## src/rtl/fifo_wr_ptr_ctrl.sv

```systemverilog
// Write-side pointer controller of an asynchronous FIFO: binary/Gray write pointers,
// read-pointer synchroniser, and full / almostFull / level / sticky overflow flags.
module fifo_wr_ptr_ctrl #(
  parameter int ADDR_W      = 4,
  parameter int SYNC_STAGES = 2,
  parameter int AF_MARGIN   = 2
) (
  input  logic              clk,
  input  logic              rstN,
  input  logic              wrEn,
  input  logic [ADDR_W:0]   rdPtrGrayAsync,
  output logic              wrAccept,
  output logic [ADDR_W-1:0] wrAddr,
  output logic [ADDR_W:0]   wrPtrGray,
  output logic              full,
  output logic              almostFull,
  output logic [ADDR_W:0]   level,
  output logic              overflow
);

  localparam int PW    = ADDR_W + 1;
  localparam int DEPTH = 1 << ADDR_W;
  localparam logic [PW-1:0] AF_THRESH = PW'(DEPTH - AF_MARGIN);
  localparam logic [PW-1:0] FULL_FLIP = PW'(3) << (ADDR_W - 1);

  logic [PW-1:0] wr_bin;
  logic [PW-1:0] sync_q [SYNC_STAGES];
  logic [PW-1:0] rq_sync;
  logic [PW-1:0] rd_bin_sync;
  logic          push;
  logic [PW-1:0] wr_bin_next;
  logic [PW-1:0] wr_gray_next;
  logic [PW-1:0] level_next;
  logic          full_next;
  logic          almost_full_next;

  // Handshake: wrEn is the producer's request, wrAccept its same-cycle acceptance.
  // A word is written exactly on a rising edge where wrAccept=1; wrEn while full is dropped.
  assign push     = wrEn & ~full;
  assign wrAccept = push;
  assign wrAddr   = wr_bin[ADDR_W-1:0];

  // Plain flop chain: nothing combinational between stages.
  always_ff @(posedge clk or negedge rstN) begin
    if (!rstN) begin
      for (int i = 0; i < SYNC_STAGES; i++) sync_q[i] <= '0;
    end else begin
      sync_q[0] <= rdPtrGrayAsync;
      for (int i = 1; i < SYNC_STAGES; i++) sync_q[i] <= sync_q[i-1];
    end
  end

  assign rq_sync = sync_q[SYNC_STAGES-1];

  always_comb begin
    rd_bin_sync = '0;
    for (int i = 0; i < PW; i++) rd_bin_sync[i] = ^(rq_sync >> i);
  end

  always_comb begin
    wr_bin_next      = wr_bin + PW'(push);
    wr_gray_next     = wr_bin_next ^ (wr_bin_next >> 1);
    // Full when the write pointer is one lap ahead: top two Gray bits differ, rest equal.
    full_next        = (wr_gray_next == (rq_sync ^ FULL_FLIP));
    level_next       = wr_bin_next - rd_bin_sync;
    almost_full_next = (level_next >= AF_THRESH);
  end

  always_ff @(posedge clk or negedge rstN) begin
    if (!rstN) begin
      wr_bin     <= '0;
      wrPtrGray  <= '0;
      full       <= 1'b0;
      almostFull <= 1'b0;
      level      <= '0;
      overflow   <= 1'b0;
    end else begin
      wr_bin     <= wr_bin_next;
      wrPtrGray  <= wr_gray_next;
      full       <= full_next;
      almostFull <= almost_full_next;
      level      <= level_next;
      if (wrEn && full) overflow <= 1'b1;
    end
  end

endmodule
```

## config.mk

```make
export PLATFORM = sky130hd
export DESIGN_NAME = fifo_wr_ptr_ctrl
export DESIGN_NICKNAME = d
export VERILOG_FILES = /design/src/rtl/fifo_wr_ptr_ctrl.sv
export SDC_FILE = /design/constraint.sdc
export NUM_CORES = 1
export LEC_CHECK = 0
export ABC_AREA = 1
export CORE_MARGIN = 4
export CORE_UTILIZATION = 49
export CTS_CLUSTER_SIZE = 24
export DETAILED_ROUTE_END_ITERATION = 10
export GPL_TIMING_DRIVEN = 1
export PLACE_DENSITY = 0.8
export SKIP_CTS_REPAIR_TIMING = 1
export SLEW_MARGIN = 0
export SYNTH_ARGS = -nofsm -noshare
export SYNTH_HDL_FRONTEND = slang
export SYNTH_SLANG_ARGS = --single-unit
```

## constraint.sdc

```tcl
create_clock -name clk -period 2.9 [get_ports clk]
set_input_delay 0.725 -clock clk [delete_from_list [all_inputs] [get_ports clk]]
set_output_delay 0.725 -clock clk [all_outputs]
set_load 0.005 [all_outputs]
```

==> metrics.md, run 1 <==
| Metric | Value |
|---|---|
| DR vias | `slightly below 1000` |
| Critical Path Sink Type | `primary output` |
| Slew Viols, Final | `0` |
| CTS sink cnt | `27` |
| FF+latch count, synth | `27` |
| Ys flop type | `dfrtp_1` |
| Syn Inst Count | `136` |
| WL met3 | `141 um` |
| Upper clock frequency limit | `370 MHz` |
| DR pass1 iterations | `5` |
| Max-cap violations | `0` |
| Layout Cells excl Fill | `just over 200` |
| Global placer's final weighted congestion | `0.883` |
| DRC viols | `0` |
| Final Worst Setup Slack | `~0.20 ns` |
| Syn avg cell area | `between 9 and 10 sq um` |
| CP Class | `in -> out` |
| CTS tree | `built` |
| Total Routed Length | `2360 um` |
| HP Class | `reg -> reg` |
| HPWL Detailed | `1870 um` |
| Final nets | `approximately 190` |
| Leak pwr | `0.861 nW` |
| Worst-Skew Late Latency | `0.33 ns` |
| Top cells by area, synth | `dfrtp_1 (55%), nand2_1 (11%), nand3_1 (7.3%)` |
| Slew margin rel. | `0.781` |
| Global Route Usage Sum | `0.156` |
| Largest net degree at the start of global routing | `28` |
| Post-route cell area | `around 1600 sq um` |
| Crit path launch type | `input pin` |
| Crit path time final | `approximately 2.7 ns` |
| Placed Instance Area | `around 1600 sq um` |
| YS warnings | `0` |
| VDD IR max | `between 700 and 800 uV` |
| Wl on met1 | `slightly below 1000 um` |
| Antenna viol nets, final | `0` |
| Initial antenna violation count | `0` |
| Growth of design area from synthesis to finish | `31.9%` |
| H-tree depth reported by CTS | `1` |
| Worst Path Arrival | `1.98 ns` |
| Core box area | `2320 sq um` |
| Worst-path clk slew | `around 0.13 ns` |
| Placed insts | `200` |
| Ys async rst share | `1.00` |
| Yosys top cell area share | `0.545` |
| Hold Slack | `0.364 ns` |
| CTS Buf Count | `3` |
| Vias/cell | `4.84` |
| Layout cells sized above 1 | `0.131` |
| First-pass GRT wire length | `4050 um` |
| Count of cell types in the netlist | `17` |
| Most common cell in the synthesized netlist | `nand2_1` |
| Synthesized Nets | `150` |
| Top post-synthesis cells by count | `nand2_1 (37), dfrtp_1 (27), inv_1 (23)` |
| PwrDens | `about 1100 nW/um^2` |
| Die Height | `58.3 um` |
| Routed wl met2 | `1210 um` |
| Die Width | `58.3 um` |
| # diodes | `0` |
| # IOs | `26` |
| CP Max Fanout | `2` |
| Vias in the first global route | `993` |
| Post-Syn Area | `1240 sq um` |
| Routed len/inst | `11.6 um` |
| Run status | `completed` |
| IO Port Bufs | `25` |
| Clk buf depth | `2` |
| Pre-CTS setup slack | `-0.0533 ns` |
| Gr ovfl total | `0` |
| First-iteration detailed-routing DRC count | `31` |
| Final setup viols | `0` |
| Die area | `3400 sq um` |
| FP Rows | `17` |
| Final Skew | `0.00720 ns` |
| Yosys top cell by area | `dfrtp_1` |
| Root Driver | `clkbuf_4` |
| Fin crit share | `0.931` |
| Seq/Total Area, Yosys | `0.545` |
| Final hold violation count | `0` |
| Worst EP required | `2.17 ns` |
| Starting Density | `0.534` |
| Top sig layer | `met4` |
| Post-route core utilization | `0.705` |
| RSZ-0062 raised after global routing | `false` |
| Number of synthesized flops with an enable pin | `0` |
| Worst-Margin Slew | `0.329 ns` |
==> flip-flops by register name, summed over array words and instances (netlist names) <==
signal and cells:
almostFull 1, full 1, level 5, overflow 1
rq_sync 5, sync_q 5, wrPtrGray 5, wr_bin 4
==> per-stage QoR <==
stage	power [mW]	TNS [ns]
final	1.81	0
after global routing	1.99	0
after CTS	1.83	0
after detailed placement	1.67	-0.0861
after global placement	1.62	0
after floorplan	1.15	0
==> cells by family (layout without fill, tap and decap cells) <==
group | after synthesis | in the layout | synth area share
compound gates | 3 | 3 | 0.0141
xor+xnor | 5 | 5 | 0.0414
flops | 27 | 27 | 0.545
simple gates | 71 | 71 | 0.260
fa+ha+maj | 6 | 6 | 0.0667
buf+inv | 24 | 64 | 0.0727
==> final cells by class <==
type	instances	area (sq um)
Clock buffer	3	22.5
Sequential cell	27	676
Tap cell	28	35.0
Fill cell	175	684
Inverter	24	90.1
Multi-Input combinational cell	85	473
Timing Repair Buffer	36	333
Clock inverter	1	5.00
==> final timing paths <==
kind / start / end / slack, ns / depth (start not counted)
worst max-delay path: wrEn / wrAccept / 0.20 / 5
worst min-delay path: sync_q[5] / rq_sync[0] / 0.36 / 0
worst max register to register: rq_sync[4] / almostFull / 0.57 / 14
worst min register to register: sync_q[5] / rq_sync[0] / 0.36 / 0
max in group asynchronous: rstN / level[1] / 1.90 / 2
min in group asynchronous: rstN / wr_bin[2] / 0.75 / 2
==> critical path, cell delays in order <==
cell	delay, ns
clkdlybuf4s50_1	0.48
inv_1	0.04
nor2_1	0.12
buf_4	0.12
clkdlybuf4s50_1	0.48
==> layout by cell type (no fill, tap or decap) <==
cell type / instances
and2_1: 1
nand3_1: 18
xnor2_1: 1
o21ai_0: 2
nand2_2: 6
clkinv_2: 1
inv_1: 23
a21o_1: 1
ha_1: 5
clkdlybuf4s50_1: 25
xor2_2: 1
nand2_1: 37
inv_2: 1
nand3b_1: 2
xor2_1: 3
dfrtp_1: 27
buf_4: 11
fa_1: 1
nor2_1: 4
clkbuf_4: 3
nand4_1: 3
==> metal layers <==
layer	GRT usage	vias up
met1	0.174	454
met2	0.285	31
met5	0	-
met3	0.0312	2
met4	0.0596	0
li1	-	500
==> power breakdown <==
group / internal [mW] / total, mW / switching (mW) / leakage [nW]
clock: 0.0518 / 0.160 / 0.109 / 0.0177
combinational: 0.550 / 1.07 / 0.523 / 0.526
sequential: 0.507 / 0.578 / 0.0711 / 0.318
total: 1.11 / 1.81 / 0.703 / 0.861
Note: power is estimated with default switching activity, not from simulation.
==> run 2: changes to the inputs <==
--- a/config.mk
+++ b/config.mk
@@ -7,11 +7,12 @@
 export LEC_CHECK = 0
 export ABC_AREA = 1
 export CORE_MARGIN = 4
-export CORE_UTILIZATION = 49
+export CORE_UTILIZATION = 52
+export CTS_BUF_LIST = sky130_fd_sc_hd__clkbuf_2
 export CTS_CLUSTER_SIZE = 24
 export DETAILED_ROUTE_END_ITERATION = 10
 export GPL_TIMING_DRIVEN = 1
-export PLACE_DENSITY = 0.8
+export PLACE_DENSITY = 0.84
 export SKIP_CTS_REPAIR_TIMING = 1
 export SLEW_MARGIN = 0
 export SYNTH_ARGS = -nofsm -noshare
==> metrics.md, run 2 (same netlist as run 1, synthesis figures left out) <==
| Metric | Value |
|---|---|
| Run status | `completed` |
| Layout Cells excl Fill | `203` |
| # IOs | `26` |
| First-pass GRT wire length | `4200 um` |
| Global placer's final weighted congestion | `0.900` |
| Most frequent cells in the layout | `nand2_1 (37), dfrtp_1 (27), clkdlybuf4s50_1 (25)` |
| First-iteration detailed-routing DRC count | `21` |
| Routed len/inst | `12.3 um` |
| DRC viols | `0` |
| DR pass1 iterations | `4` |
| CTS tree | `built` |
| Worst-Skew Late Latency | `0.36 ns` |
| Pre-CTS setup slack | `-0.147 ns` |
| Post-route core utilization | `0.725` |
| Antenna viol nets, final | `0` |
| Total power | `1.81 mW` |
| Worst EP required | `approximately 2.2 ns` |
| Post-route cell area | `1620 sq um` |
| Slew Viols, Final | `0` |
| H-tree depth reported by CTS | `1` |
| Final nets | `190` |
| Die Height | `56.8 um` |
| IO Port Bufs | `25` |
| DR vias | `1062` |
| Final hold violation count | `0` |
| HPWL Detailed | `roughly 2000 um` |
| Placed insts | `199` |
| Multi-input logic area | `473 sq um` |
| Root Driver | `clkbuf_2` |
| Vias in the first global route | `about 1000` |
| Hold Slack | `0.379 ns` |
| Core box area | `2230 sq um` |
| Layout cells sized above 1 | `0.126` |
| Worst-Margin Slew | `0.329 ns` |
| Final Skew | `0.0169 ns` |
| Leak pwr | `about 0.85 nW` |
| RSZ-0062 raised after global routing | `false` |
| Slew margin rel. | `0.781` |
| Gr ovfl total | `0` |
| Worst-path clk slew | `0.22 ns` |
| Fin crit share | `0.937` |
| PwrDens | `1120 nW/um^2` |
| Clk buf depth | `2` |
| Setup TNS | `0 ns` |
| Die area | `roughly 3200 sq um` |
| Starting Density | `0.555` |
| Commonest non-fill, non-tap cell in the layout | `nand2_1` |
| Worst Path Arrival | `approximately 2.0 ns` |
| Placed Instance Area | `1600 sq um` |
| VDD IR max | `699 uV` |
| # diodes | `0` |
| CP Max Fanout | `2` |
| Global Route Usage Sum | `0.168` |
| Storage element area | `between 600 and 700 sq um` |
| Crit path time final | `2.72 ns` |
| HP Class | `reg -> reg` |
| Crit path launch type | `input pin` |
| Die Width | `56.8 um` |
| Final setup viols | `0` |
| CTS sink cnt | `27` |
| Critical Path Sink Type | `primary output` |
| Total Routed Length | `roughly 2500 um` |
| Growth of design area from synthesis to finish | `30.7%` |
| CP Class | `in -> out` |
| Vias/cell | `5.23` |
| Largest net degree at the start of global routing | `28` |
| Filler cells | `185` |
| Final Worst Setup Slack | `approximately 0.18 ns` |
| Max-cap violations | `0` |
| Upper clock frequency limit | `368 MHz` |
| Initial antenna violation count | `0` |
| FP Rows | `17` |
| CTS Buf Count | `3` |
## run 2: cell types whose count changed in the layout (fill, tap and decap cells not counted), sizes merged
cell  before  now
buf       11   10
## run 2: cell type report
| type | instances | area share |
|---|---|---|
| multi-input cells | 85 | 0.292 |
| clock inverters | 1 | 0.00309 |
| repair buffers | 35 | 0.201 |
| inverters | 24 | 0.0556 |
| flip-flops and latches | 27 | 0.417 |
| clock buffers | 3 | 0.00927 |
| well taps | 28 | 0.0216 |
## run 2: worst max-delay path, stage by stage
cell	delay, ns
clkdlybuf4s50_1	0.48
inv_1	0.04
nor2_1	0.13
buf_4	0.13
clkdlybuf4s50_1	0.48
## run 2: per-layer routing
layer  GRT usage  up-vias  part of all wire
li1            -      502                 -
met5           0        -                 0
met1       0.186      507              0.39
met2       0.289       42              0.52
met4       0.113        0             0.039
met3      0.0322       11             0.054
## run 2: path summary, 6_finish.rpt
check	from	to	slack (ns)	depth (start not counted)
max in group asynchronous	rstN	level[1]	1.96	2
max reg2reg	rq_sync[4]	almostFull	0.52	14
max	wrEn	wrAccept	0.18	5
min reg2reg	sync_q[5]	rq_sync[0]	0.38	0
min	sync_q[5]	rq_sync[0]	0.38	0
min in group asynchronous	rstN	wrPtrGray[3]	0.68	2
## run 2: where the power goes
part / internal, mW / switching (mW) / leakage (nW)
Sequential: 0.507 / 0.0769 / 0.318
Clock: 0.0312 / 0.107 / 0.0164
Combinational: 0.545 / 0.542 / 0.521
Total: 1.08 / 0.726 / 0.855
